### src/rtl/snail_1101_tdm_sched.sv
// -----------------------------------------------------------------------------
// snail_1101_tdm_sched
//   Time-division scheduler that shares one overlapping "1101" Moore detector
//   across NCH serial bit channels. Each channel owns a 1-deep holding register
//   (pend/hbit) and a saved detector state (ctx). A round-robin arbiter grants one
//   pending channel per cycle. The shared next-state function runs on that
//   channel's context, and the result is written back.
//
//   Ports
//     clk          in   1     clock, rising edge
//     reset        in   1     asynchronous, active-high reset
//     bit_valid    in   NCH   per-channel input bit valid
//     bit_data     in   NCH   per-channel input bit
//     bit_ready    out  NCH   per-channel accept (valid & ready transfers)
//     match_valid  out  1     registered 1-cycle pulse: granted channel reached S4
//     match_ch     out  CHW   channel of the last match (held between matches)
//     cnt_sel      in   CHW   match counter read select
//     cnt_val      out  CNTW  match count of channel cnt_sel
//
//   Build option
//     SNAIL_MATCH_CNT_EN : when defined, per-channel saturating match counters
//                          are built and read through cnt_sel/cnt_val. When it is
//                          undefined, cnt_val is tied to zero.
// -----------------------------------------------------------------------------
module snail_1101_tdm_sched #(
    parameter int NCH  = 4,
    parameter int CHW  = 2,
    parameter int CNTW = 8
) (
    input  logic            clk,
    input  logic            reset,
    input  logic [NCH-1:0]  bit_valid,
    input  logic [NCH-1:0]  bit_data,
    output logic [NCH-1:0]  bit_ready,
    output logic            match_valid,
    output logic [CHW-1:0]  match_ch,
    input  logic [CHW-1:0]  cnt_sel,
    output logic [CNTW-1:0] cnt_val
);

    typedef enum logic [2:0] {
        S0 = 3'd0,
        S1 = 3'd1,
        S2 = 3'd2,
        S3 = 3'd3,
        S4 = 3'd4
    } state_t;

    state_t         ctx_r [NCH];
    logic [NCH-1:0] pend_r;
    logic [NCH-1:0] hbit_r;
    logic [CHW-1:0] rr_ptr_r;

    logic [NCH-1:0] gnt_s;
    logic           gnt_any_s;
    logic [CHW-1:0] gnt_idx_s;
    logic [CHW-1:0] rr_next_s;
    logic [NCH-1:0] accept_s;
    state_t         next_s;
    logic           hit_s;

    // Overlapping 1101 detector. Unused codes recover to S0.
    function automatic state_t next_state(input state_t cur, input logic d);
        state_t nxt;
        case (cur)
            S0:      nxt = d ? S1 : S0;
            S1:      nxt = d ? S2 : S0;
            S2:      nxt = d ? S2 : S3;
            S3:      nxt = d ? S4 : S0;
            S4:      nxt = d ? S2 : S0;
            default: nxt = S0;
        endcase
        return nxt;
    endfunction

    // Round-robin grant: first pending channel at or after rr_ptr, wrapping.
    // It depends only on the holding registers, so bit_valid has no combinational path to bit_ready.
    always_comb begin
        logic [CHW-1:0] idx_v;
        gnt_s     = '0;
        gnt_any_s = 1'b0;
        gnt_idx_s = '0;
        idx_v     = '0;
        for (int k = 0; k < NCH; k++) begin
            idx_v = CHW'((int'(rr_ptr_r) + k) % NCH);
            if (!gnt_any_s && pend_r[idx_v]) begin
                gnt_any_s        = 1'b1;
                gnt_s[idx_v]     = 1'b1;
                gnt_idx_s        = idx_v;
            end else begin
                gnt_any_s        = gnt_any_s;
            end
        end
    end

    // Shared datapath on the granted channel's context, plus pointer advance.
    always_comb begin
        next_s = next_state(ctx_r[gnt_idx_s], hbit_r[gnt_idx_s]);
        hit_s  = gnt_any_s & (next_s == S4);
        if (gnt_idx_s == CHW'(NCH - 1)) begin
            rr_next_s = '0;
        end else begin
            rr_next_s = gnt_idx_s + CHW'(1);
        end
    end

    // A granted channel frees its slot this edge, so it can take a new bit
    // at the same time. This lets one busy channel sustain 1 bit/cycle.
    assign bit_ready = ~pend_r | gnt_s;
    assign accept_s  = bit_valid & bit_ready;

    // Holding registers: a new accept overrides the release caused by a grant.
    always_ff @(posedge clk or posedge reset) begin
        if (reset) begin
            pend_r <= '0;
            hbit_r <= '0;
        end else begin
            pend_r <= accept_s | (pend_r & ~gnt_s);
            hbit_r <= (accept_s & bit_data) | (~accept_s & hbit_r);
        end
    end

    // Per-channel saved detector state; only the granted channel is written.
    always_ff @(posedge clk or posedge reset) begin
        if (reset) begin
            for (int i = 0; i < NCH; i++) begin
                ctx_r[i] <= S0;
            end
        end else if (gnt_any_s) begin
            ctx_r[gnt_idx_s] <= next_s;
        end else begin
            ctx_r[gnt_idx_s] <= ctx_r[gnt_idx_s];
        end
    end

    // Arbiter pointer moves past the served channel; holds when idle.
    always_ff @(posedge clk or posedge reset) begin
        if (reset) begin
            rr_ptr_r <= '0;
        end else if (gnt_any_s) begin
            rr_ptr_r <= rr_next_s;
        end else begin
            rr_ptr_r <= rr_ptr_r;
        end
    end

    // Registered match pulse; channel index is held between matches.
    always_ff @(posedge clk or posedge reset) begin
        if (reset) begin
            match_valid <= 1'b0;
            match_ch    <= '0;
        end else begin
            match_valid <= hit_s;
            if (hit_s) begin
                match_ch <= gnt_idx_s;
            end else begin
                match_ch <= match_ch;
            end
        end
    end

`ifdef SNAIL_MATCH_CNT_EN
    logic [CNTW-1:0] cnt_r [NCH];

    // Saturating per-channel match counters, driven by the registered pulse.
    always_ff @(posedge clk or posedge reset) begin
        if (reset) begin
            for (int i = 0; i < NCH; i++) begin
                cnt_r[i] <= '0;
            end
        end else if (match_valid && (cnt_r[match_ch] != {CNTW{1'b1}})) begin
            cnt_r[match_ch] <= cnt_r[match_ch] + CNTW'(1);
        end else begin
            cnt_r[match_ch] <= cnt_r[match_ch];
        end
    end

    // Counter read mux; selects beyond the channel count read as zero.
    always_comb begin
        cnt_val = '0;
        if (int'(cnt_sel) < NCH) begin
            cnt_val = cnt_r[cnt_sel];
        end else begin
            cnt_val = '0;
        end
    end
`else
    logic unused_cnt_sel_s;
    assign unused_cnt_sel_s = ^cnt_sel;
    assign cnt_val          = '0;
`endif

endmodule

### config.mk
export PLATFORM = sky130hd
export DESIGN_NAME = snail_1101_tdm_sched
export DESIGN_NICKNAME = d
export VERILOG_FILES = /design/src/rtl/snail_1101_tdm_sched.sv
export SDC_FILE = /design/constraint.sdc
export NUM_CORES = 1
export LEC_CHECK = 0
export BUFFER_PORTS_ARGS = -buffer_cell sky130_fd_sc_hd__clkbuf_2
export CORE_AREA = 2 2 83 45
export DETAILED_ROUTE_END_ITERATION = 12
export DIE_AREA = 0 0 85 47
export HOLD_SLACK_MARGIN = 0.1
export PLACE_DENSITY = 0.88
export REMOVE_ABC_BUFFERS = 1
export SLEW_MARGIN = 40
export SYNTH_ARGS = -nofsm -noshare
export SYNTH_HDL_FRONTEND = slang
export SYNTH_SLANG_ARGS = --single-unit
### constraint.sdc
create_clock -name clk -period 4.58 [get_ports clk]
set_input_delay 0.916 -clock clk [delete_from_list [all_inputs] [get_ports clk]]
set_output_delay 0.916 -clock clk [all_outputs]
set_load 0.05 [all_outputs]
==> results of run 1 <==
==> cells in the mapped netlist, drive strengths merged (2+ instances only) <==
| cell | instances |
|---|---|
| nor2b | 2 |
| ha | 8 |
| a222oi | 4 |
| nor3 | 3 |
| a21boi | 3 |
| mux4 | 8 |
| nand2b | 5 |
| nor2 | 13 |
| dfrtp | 25 |
| nand2 | 9 |
| a21oi | 7 |
| o21ai | 4 |
| nand3 | 9 |
| mux2 | 7 |
| buf | 14 |
| clkbuf | 2 |
| a31o | 3 |
| inv | 12 |
| o311a | 4 |
| o31ai | 2 |
| and2 | 2 |
| mux2i | 6 |
| a31oi | 8 |
| nor4 | 2 |
==> metal layers <==
layer | global-route usage | vias up | wire, um
li1 | - | 670 | -
met4 | 0.06032 | 0 | 31
met3 | 0.07909 | 4 | 337
met5 | 0 | - | 0
met1 | 0.3271 | 625 | 1994
met2 | 0.2484 | 57 | 1441
==> logic make-up after synthesis <==
group | Yosys count
and+or+nand+nor | 49
AOI/OAI and AO/OA | 41
buffers and inverters | 29
DFF | 25
muxes | 21
adders and majority gates | 8
other | 1
xor gates and xnor gates | 1
==> final timing paths <==
path | endpoint | depth (start not counted) | slack [ns]
hold / removal | register | 1 | 0.52
setup reg to reg | ctx_r[9] | 10 | 0.48
hold reg to reg | register | 1 | 0.52
min in group asynchronous | ctx_r[10] | 2 | 0.66
setup / recovery | ctx_r[9] | 10 | 0.48
max in group asynchronous | pend_r[0] | 2 | 3.56
==> stage by stage <==
step	instance area (um^2)	instances	utilization	hold WS, ns
6_report	1927	230	0.5867	0.5209
4_1_cts	1927	230	0.5867	0.5325
2_1_floorplan	1733	166	-	0.4707
3_5_place_dp	1881	226	0.5726	0.5126
3_3_place_gp	1881	226	0.5726	0.4979
5_1_grt	1927	230	0.5867	0.5512
==> final cells by class <==
class / instances / area, um^2
Tap cell: 42 / 52.55
Multi-Input combinational cell: 128 / 1056
Fill cell: 269 / 1358
Clock inverter: 1 / 5.005
Clock buffer: 3 / 41.29
Sequential cell: 25 / 625.6
Timing Repair Buffer: 18 / 95.09
Inverter: 13 / 51.30
==> key figures, run 1 <==
Critical path
  – Worst setup EP type: register
  – Worst Setup SP: rr_ptr_r[1]
  – Crit path kind: reg2reg
  – CP Max Fanout: 10
  – CP bufs+invs: 1
  – Critical path's slowest cell: mux4_2
  – Cell family with most CP delay: multiplexers
  – CP Cell Sequence: inv_1, ha_1, mux4_2, nor4_2, o21ai_2, nand2_4, mux4_2, xnor2_1, or4_4, a31oi_1
  – Worst Setup Start Kind: register
  – CP most frequent cell: mux4_2
  – WP data arrival: 4.29 ns
  – RR Startpoint: rr_ptr_r[1]
  – CP peak stage delay: 0.66 ns
  – Req. time, crit path: 4.77 ns

Worst hold path
  – Hold Path Class: reg2reg

Synthesis
  – Synth top area cells: dfrtp_1, mux4_2, ha_1
  – Yosys warnings: 0
  – Largest family of logic cells by synthesized area: multiplexers
  – Dominant synthesized flop cell: dfrtp_1
  – Compound-cell area share of the yosys netlist: 0.1789
  – Cells after synthesis: 175
  – #FFs+latches synth: 25
  – Post-synth EDFFs: 0
  – Share of the synthesized area in the top cell type: 0.3441
  – Mux contribution to synthesized area: 0.1838
  – Synth Area in Simple Gates: 0.1418
  – Asr flop ratio synth: 1.000
  – Syn avg cell area: 10.39 um^2
  – Synth area leader: dfrtp_1
  – Sequential share of the synthesized area: 0.3441
  – Post-Synth Adder-Cell Area: 0.05506
  – Post-Syn Area: 0.001818 mm^2
  – Synth cell types: 50
  – Synth Area in XOR/XNOR: 0.004818

Run
  – Maxcap violations: 0

Global routing
  – Global-route wire length before repair: 6.085 mm
  – Vias in the first global route: 1202
  – Overall global routing resource usage: 0.2062
  – Grt ovf: 0
  – Pin count of the biggest net entering global routing: 26
  – Initial antenna violation count: 0

Floorplanning
  – Die ar.: 0.003995 mm^2
  – Die Y-Extent: 47 um
  – Die Width: 85 um
  – Ports: 27
  – Row Count: 15
  – Starting Density: 0.5535
  – Core Area: 0.003284 mm^2

CTS
  – Clock sinks: 25
  – CTS tree: yes
  – Root Driver: clkbuf_8
  – Clock latency on the worst-skew pair: 0.27 ns
  – Clock Pin Slew Worst Setup and Hold Paths: 0.09 ns
  – TritonCTS buffer count: 3
  – PostCTS Resize Cnt: 0
  – Post-CTS Setup Repair Bufs: 0
  – Hold-fix buffers, CTS: 0
  – H-tree levels: 1
  – Clock Tree Buf Depth: 2

STA
  – Max frequency: 244.1 MHz
  – PnR worst setup slack: 0.4827 ns
  – RSZ-0062 raised after global routing: false
  – Hold Fails Final Rpt: 0
  – Clock skew: 0.006046 ns
  – Pin slew with the least headroom to its limit: 0.7264 ns
  – Final max-slew violation count: 0
  – Min Tclk post-route: 4.097 ns
  – Slew margin rel.: 0.5032
  – Sum of negative setup slack: 0 ns
  – Final setup vio count: 0
  – Period utilization: 0.8946

Finish
  – Area Overhead vs Synth: 5.988%
  – Most frequent cells in the layout: dfrtp_1, clkbuf_2, nor2_1
  – ANT cells: 0
  – Commonest non-fill, non-tap cell in the layout: dfrtp_1
  – Share of cells above drive strength 1: 0.2500
  – Nets@finish: 209

Place
  – Worst slack, placed: 0.5075 ns
  – IO Port Bufs: 16
  – GPL Wtd Cong: 0.8665
  – Hpwl dp: 2.888 mm

Run status
  – Outcome: complete, no violations

Detailed routing
  – Final wirelength: 3.805 mm
  – Vias: 1356
  – Via density: 5.896
  – Detailed Routing Iterations Pass 1: 4
  – DR iter-0 viols: 180
  – Post-DR wirelength/cell: 16.54 um
  – DRC viols: 0
  – Routed Antenna Nets: 0
Power of run 1 is left out: the tool's default activity adds up to more than one toggle a clock period on the data nets, which glitch-free logic cannot reach.
==> inputs of run 2 (changes only) <==
==> constraint.sdc (replaced) <==
create_clock -name clk -period 4.58 [get_ports clk]
set_input_delay 0.458 -clock clk [delete_from_list [all_inputs] [get_ports clk]]
set_output_delay 0.458 -clock clk [all_outputs]
set_load 0.05 [all_outputs]
==> run 2 against run 1 <==
  * Final area unchanged
  * Highest routed layer unchanged
  * Cell count unchanged
  * Register-to-register slack worse by 0.04 ns
  * Clock skew is 0.0033 ns lower
  * Critical path type unchanged
  * Clock-buffer cell count is the same
==> key figures, run 2 (synthesis results as in run 1) <==
CTS
  – PostCTS Resize Cnt: 0 (unchanged)
  – Clock latency on the worst-skew pair: 0.27 ns (about the same)
  – TritonCTS buffer count: 3 (unchanged)
  – Clock Pin Slew Worst Setup and Hold Paths: 0.08 ns (about the same)
  – Hold-fix buffers, CTS: 0 (unchanged)
  – H-tree levels: 1 (unchanged)
  – CTS tree: yes
  – Clock Tree Buf Depth: 2 (unchanged)
  – Root Driver: clkbuf_8
  – Post-CTS Setup Repair Bufs: 0 (unchanged)
  – Clock sinks: 25 (unchanged)

Global routing
  – Grt ovf: 0 (unchanged)
  – Initial antenna violation count: 0 (unchanged)
  – Global-route wire length before repair: 6.085 mm (unchanged)
  – Overall global routing resource usage: 0.2018 (-0.004370)
  – Vias in the first global route: 1164 (-3.2%)
  – Pin count of the biggest net entering global routing: 26 (unchanged)

Run
  – Maxcap violations: 0 (unchanged)

Finish
  – ANT cells: 0 (unchanged)
  – FILL cells: 265 (-1.5%)
  – Share of cells above drive strength 1: 0.2500 (unchanged)
  – Area Overhead vs Synth: 5.988% (unchanged)
  – Nets@finish: 209 (unchanged)
  – Commonest non-fill, non-tap cell in the layout: dfrtp_1
  – Most frequent cells in the layout: dfrtp_1, clkbuf_2, nor2_1
  – Area of the multi-input gates: 0.001056 mm^2 (unchanged)
  – Storage element area: 625.6 um^2 (unchanged)

Place
  – IO Port Bufs: 16 (unchanged)
  – Hpwl dp: 2.877 mm (-0.40%)
  – GPL Wtd Cong: 0.8494 (-2.0%)

Detailed routing
  – Post-DR wirelength/cell: 16.43 um (-0.68%)
  – Vias: 1449 (+6.9%)
  – Final wirelength: 3.779 mm (-0.68%)
  – Detailed Routing Iterations Pass 1: 5 (+1)
  – Via density: 6.300 (+6.9%)
  – DR iter-0 viols: 146 (-19%)
  – Routed Antenna Nets: 0 (unchanged)
  – DRC viols: 0 (unchanged)

Critical path
  – Crit path kind: reg2reg
  – CP most frequent cell: mux4_2
  – CP Cell Sequence: inv_1, ha_1, mux4_2, nor4_2, o21ai_2, nand2_4, mux4_2, xnor2_1, or4_4, a31oi_1
  – Worst Setup Start Kind: register
  – CP peak stage delay: 0.66 ns (about the same)
  – CP Max Fanout: 10 (unchanged)
  – Critical path's slowest cell: mux4_2
  – R2r setup slk: 0.44 ns (-0.04 ns)
  – WP data arrival: 4.32 ns (+0.03 ns)
  – Req. time, crit path: 4.76 ns (about the same)
  – Worst setup EP type: register

STA
  – Slew margin rel.: 0.5087 (+0.005440)
  – Max frequency: 241.6 MHz (-1.0%)
  – Clock skew: 0.002738 ns (-0.003308 ns)
  – Min Tclk post-route: 4.139 ns (+0.04180 ns)
  – Period utilization: 0.9037 (+0.009126)
  – Hold Fails Final Rpt: 0 (unchanged)
  – RSZ-0062 raised after global routing: false
  – Final setup vio count: 0 (unchanged)
  – Final max-slew violation count: 0 (unchanged)
  – Sum of negative setup slack: 0 ns (unchanged)
  – Pin slew with the least headroom to its limit: 0.7184 ns (-0.007954 ns)

Floorplanning
  – Die Y-Extent: 47 um (unchanged)
  – Ports: 27 (unchanged)
  – Row Count: 15 (unchanged)
  – Die Width: 85 um (unchanged)
  – Starting Density: 0.5535 (unchanged)
  – Core Area: 0.003284 mm^2 (unchanged)
  – Die ar.: 0.003995 mm^2 (unchanged)

Worst hold path
  – Hold Path Class: in2async

Run status
  – Outcome: complete, no violations
run 2: cell counts in the layout (fill, tap and decap cells not counted):
No cell type changed its count.
run 2: critical path: cells and delay by family, from the launching register on:
kind / cells / cell delay, ns
buffers and inverters: 1 / 0.12
flip-flops: 1 / 0.58
multiplexers: 2 / 1.22
AND/OR/NAND/NOR: 3 / 1.10
AO/OA/AOI/OAI: 2 / 0.37
adder cells (fa/ha/maj): 1 / 0.51
XOR/XNOR: 1 / 0.15
run 2: area by class of cell:
cell class | instances | area share
flip-flops and latches | 25 | 0.3247
clock inverters | 1 | 0.002597
well taps | 42 | 0.02727
inverters | 13 | 0.02662
multi-input cells | 128 | 0.5480
clock buffers | 3 | 0.02143
repair buffers | 18 | 0.04935
run 2: stage by stage:
stage	setup WS, ns	hold WS [ns]	instance area [um^2]	utilization	instances
4_1_cts	0.4441	0.2135	1927	0.5867	230
5_1_grt	0.2706	0.2368	1927	0.5867	230
2_1_floorplan	0.6191	0.4707	1733	-	166
3_5_place_dp	0.4680	0.5093	1881	0.5726	226
6_report	0.4409	0.2017	1927	0.5867	230
3_3_place_gp	0.5882	0.4982	1881	0.5726	226
run 2: path summary, 6_finish.rpt:
check | cells after the start | end | from
worst max-delay path | 10 | ctx_r[9] | rr_ptr_r[1]
worst min-delay path | 2 | match_ch[1] | reset
worst max register to register | 10 | ctx_r[9] | rr_ptr_r[1]
worst min register to register | 1 | match_ch[1] | match_ch[1]
max in group asynchronous | 2 | ctx_r[2] | reset
min in group clk | 2 | pend_r[1] | bit_valid[1]
run 2: per-layer routing:
layer	global-route usage	vias up	wire length [um]
li1	-	666	-
met1	0.3315	686	1879
met2	0.2563	90	1461
met3	0.05624	7	411
met4	0.03810	0	27
met5	0	-	0
Power of run 2 is left out for the same reason.
==> inputs of run 3 (changes only) <==
Settings changed: ABC_AREA set to 1, CORE_AREA 2 2 83 45 to 2 2 86 47, DIE_AREA 0 0 85 47 to 0 0 88 49, PLACE_DENSITY 0.88 to 0.86, SLEW_MARGIN 40 to not set.
==> run 3 against run 2 <==
  * Clock skew increased by 0.0012 ns
  * Maximum frequency increased by 27%
  * Area after synthesis up 6.4%
  * Global-route usage increased by 1.5 points
  * Critical path depth stayed put
  * Critical endpoint is now bit_ready[2]
==> key figures, run 3 <==
Run status
  – Outcome: complete, no violations

STA
  – Final max-slew violation count: 0 (unchanged)
  – RSZ-0062 raised after global routing: false
  – Sum of negative setup slack: 0 ns (unchanged)
  – Min Tclk post-route: 3.272 ns (-0.8673 ns)
  – Final setup vio count: 0 (unchanged)
  – Pin slew with the least headroom to its limit: 0.9969 ns (+0.2785 ns)
  – Period utilization: 0.7144 (-0.1894)
  – Max frequency: 305.6 MHz (+27%)
  – Clock skew: 0.003952 ns (+0.001215 ns)
  – Slew margin rel.: 0.3347 (-0.1740)
  – Hold Fails Final Rpt: 0 (unchanged)
  – Worst hold margin: 0.3681 ns (+0.1664 ns)

Critical path
  – Req. time, crit path: 4.12 ns (-0.64 ns)
  – Worst Setup Start Kind: register
  – Reg-to-Reg End: ctx_r[7]
  – Worst r2r path cells: 18 (+8)
  – WP data arrival: 2.81 ns (-1.51 ns)
  – CP Max Fanout: 10 (unchanged)
  – Worst setup EP type: output port
  – RR Startpoint: rr_ptr_r[0]
  – Crit path kind: reg2out
  – R2r setup slk: 1.49 ns (+1.05 ns)

Synthesis
  – Most frequent cells after synthesis: nand2_1, inv_1, nand3_1
  – #FFs+latches synth: 25 (unchanged)
  – Dominant synthesized flop cell: dfrtp_1
  – Post-synth EDFFs: 0 (unchanged)
  – Sequential share of the synthesized area: 0.3234 (-0.02070)
  – Yosys warnings: 0 (unchanged)
  – Asr flop ratio synth: 1.000 (unchanged)
  – Count leader, synth: nand2_1
  – Post-Syn Area: 0.001934 mm^2 (+6.4%)
  – Share of the synthesized area in the top cell type: 0.3234 (-0.02070)
  – Synth area leader: dfrtp_1
  – Synth top area cells: dfrtp_1, nand2_1, inv_1
  – Synth cell types: 28 (-44%)
  – Cells after synthesis: 275 (+57%)
  – Syn avg cell area: 7.034 um^2 (-32%)

Detailed routing
  – Final wirelength: 4.381 mm (+16%)
  – DR iter-0 viols: 186 (+27%)
  – Vias: 1762 (+22%)
  – Post-DR wirelength/cell: 12.70 um (-23%)
  – DRC viols: 0 (unchanged)
  – Detailed Routing Iterations Pass 1: 5 (unchanged)
  – Via density: 5.107 (-19%)
  – Routed Antenna Nets: 0 (unchanged)

CTS
  – CTS tree: yes
  – Post-CTS Setup Repair Bufs: 0 (unchanged)
  – TritonCTS buffer count: 3 (unchanged)
  – H-tree levels: 1 (unchanged)
  – Clock Tree Buf Depth: 2 (unchanged)
  – Clock Pin Slew Worst Setup and Hold Paths: 0.10 ns (+0.02 ns)
  – Clock sinks: 25 (unchanged)
  – PostCTS Resize Cnt: 0 (unchanged)
  – Hold-fix buffers, CTS: 0 (unchanged)
  – Clock latency on the worst-skew pair: 0.28 ns (about the same)
  – Root Driver: clkbuf_8

Finish
  – Commonest non-fill, non-tap cell in the layout: nand2_1
  – Share of cells above drive strength 1: 0.1959 (-0.05412)
  – Area Overhead vs Synth: 7.051%
  – ANT cells: 0 (unchanged)
  – Nets@finish: 312 (+49%)
  – Design area: 0.002071 mm^2 (+7.5%)
  – Most frequent cells in the layout: nand2_1, inv_1, nand3_1

Global routing
  – Overall global routing resource usage: 0.2167 (+0.01491)
  – Pin count of the biggest net entering global routing: 26 (unchanged)
  – Initial antenna violation count: 0 (unchanged)
  – Vias in the first global route: 1397 (+20%)
  – Grt ovf: 0 (unchanged)
  – Global-route wire length before repair: 7.148 mm (+17%)

Worst hold path
  – Hold Path Class: in2async

Floorplanning
  – Die Y-Extent: 49 um (+4.3%)
  – Starting Density: 0.5338 (-0.01968)
  – Die Width: 88 um (+3.5%)
  – Ports: 27 (unchanged)
  – Core Area: 0.003623 mm^2 (+10%)
  – Row Count: 16 (+1)
  – Die ar.: 0.004312 mm^2 (+7.9%)

Place
  – IO Port Bufs: 16 (unchanged)
  – Post-DP Area: 0.002021 mm^2 (+7.5%)
  – Hpwl dp: 3.414 mm (+19%)
  – GPL Wtd Cong: 0.9453 (+11%)

Run
  – Maxcap violations: 0 (unchanged)
## run 3: cell count changes after synthesis, sizes merged, moves of 5 or more
| cell | delta |
|---|---|
| nor2 | -8 |
| inv | +32 |
| mux4 | -8 |
| nand3 | +24 |
| mux2i | -6 |
| nand2 | +106 |
| nand2b | -5 |
| mux2 | -7 |
## run 3: per-stage QoR
step           setup WS [ns]  instances  utilization
6_report               1.308        345       0.5715
5_1_grt                1.148        345       0.5715
4_1_cts                1.351        345       0.5715
3_5_place_dp           1.568        341       0.5577
3_3_place_gp           1.583        341       0.5577
2_1_floorplan          1.429        271            -
## run 3: cell type report
class | count | area [um^2]
Sequential cell | 25 | 625.6
Timing Repair Buffer | 16 | 80.08
Clock inverter | 1 | 8.758
Fill cell | 339 | 1553
Inverter | 45 | 175.2
Multi-Input combinational cell | 201 | 1072
Clock buffer | 3 | 41.29
Tap cell | 54 | 67.56
## run 3: worst max path at each step
stage | from | endpoint | slack, ns | cells past startpoint
final | rr_ptr_r[0] | bit_ready[2] | 1.31 | 10
after global routing | rr_ptr_r[0] | bit_ready[2] | 1.15 | 10
after detailed placement | rr_ptr_r[0] | ctx_r[7] | 1.57 | 18
after global placement | rr_ptr_r[0] | ctx_r[7] | 1.58 | 18
after CTS | rr_ptr_r[0] | bit_ready[2] | 1.35 | 10
after floorplan | rr_ptr_r[0] | bit_ready[0] | 1.43 | 9
## run 3: worst max-delay path, cell delays in order (launching register included)
cell,delay [ns]
dfrtp_1,0.52
inv_2,0.18
ha_1,0.38
inv_1,0.11
nand3_1,0.09
nand2_2,0.10
inv_2,0.06
nor2_2,0.15
nand2_1,0.13
o21ai_0,0.43
clkbuf_2,0.37
## run 3: routing by layer
metal	track usage	vias up	routed length [um]	part of all wire
met3	0.08291	2	528	0.12
li1	-	884	-	-
met4	0.03077	0	12	0.0027
met5	0	-	0	0
met2	0.2437	88	1576	0.36
met1	0.3721	788	2264	0.52
## run 3: cell families after synthesis
group                    count (synthesis)  synth area share
AND/OR/NAND/NOR                        158            0.4036
AO/OA/AOI/OAI                           27           0.08344
other                                    1          0.001939
buffers and inverters                   56            0.1358
flip-flops                              25            0.3234
adder cells (fa/ha/maj)                  8           0.05175
Power of run 3 is left out for the same reason.
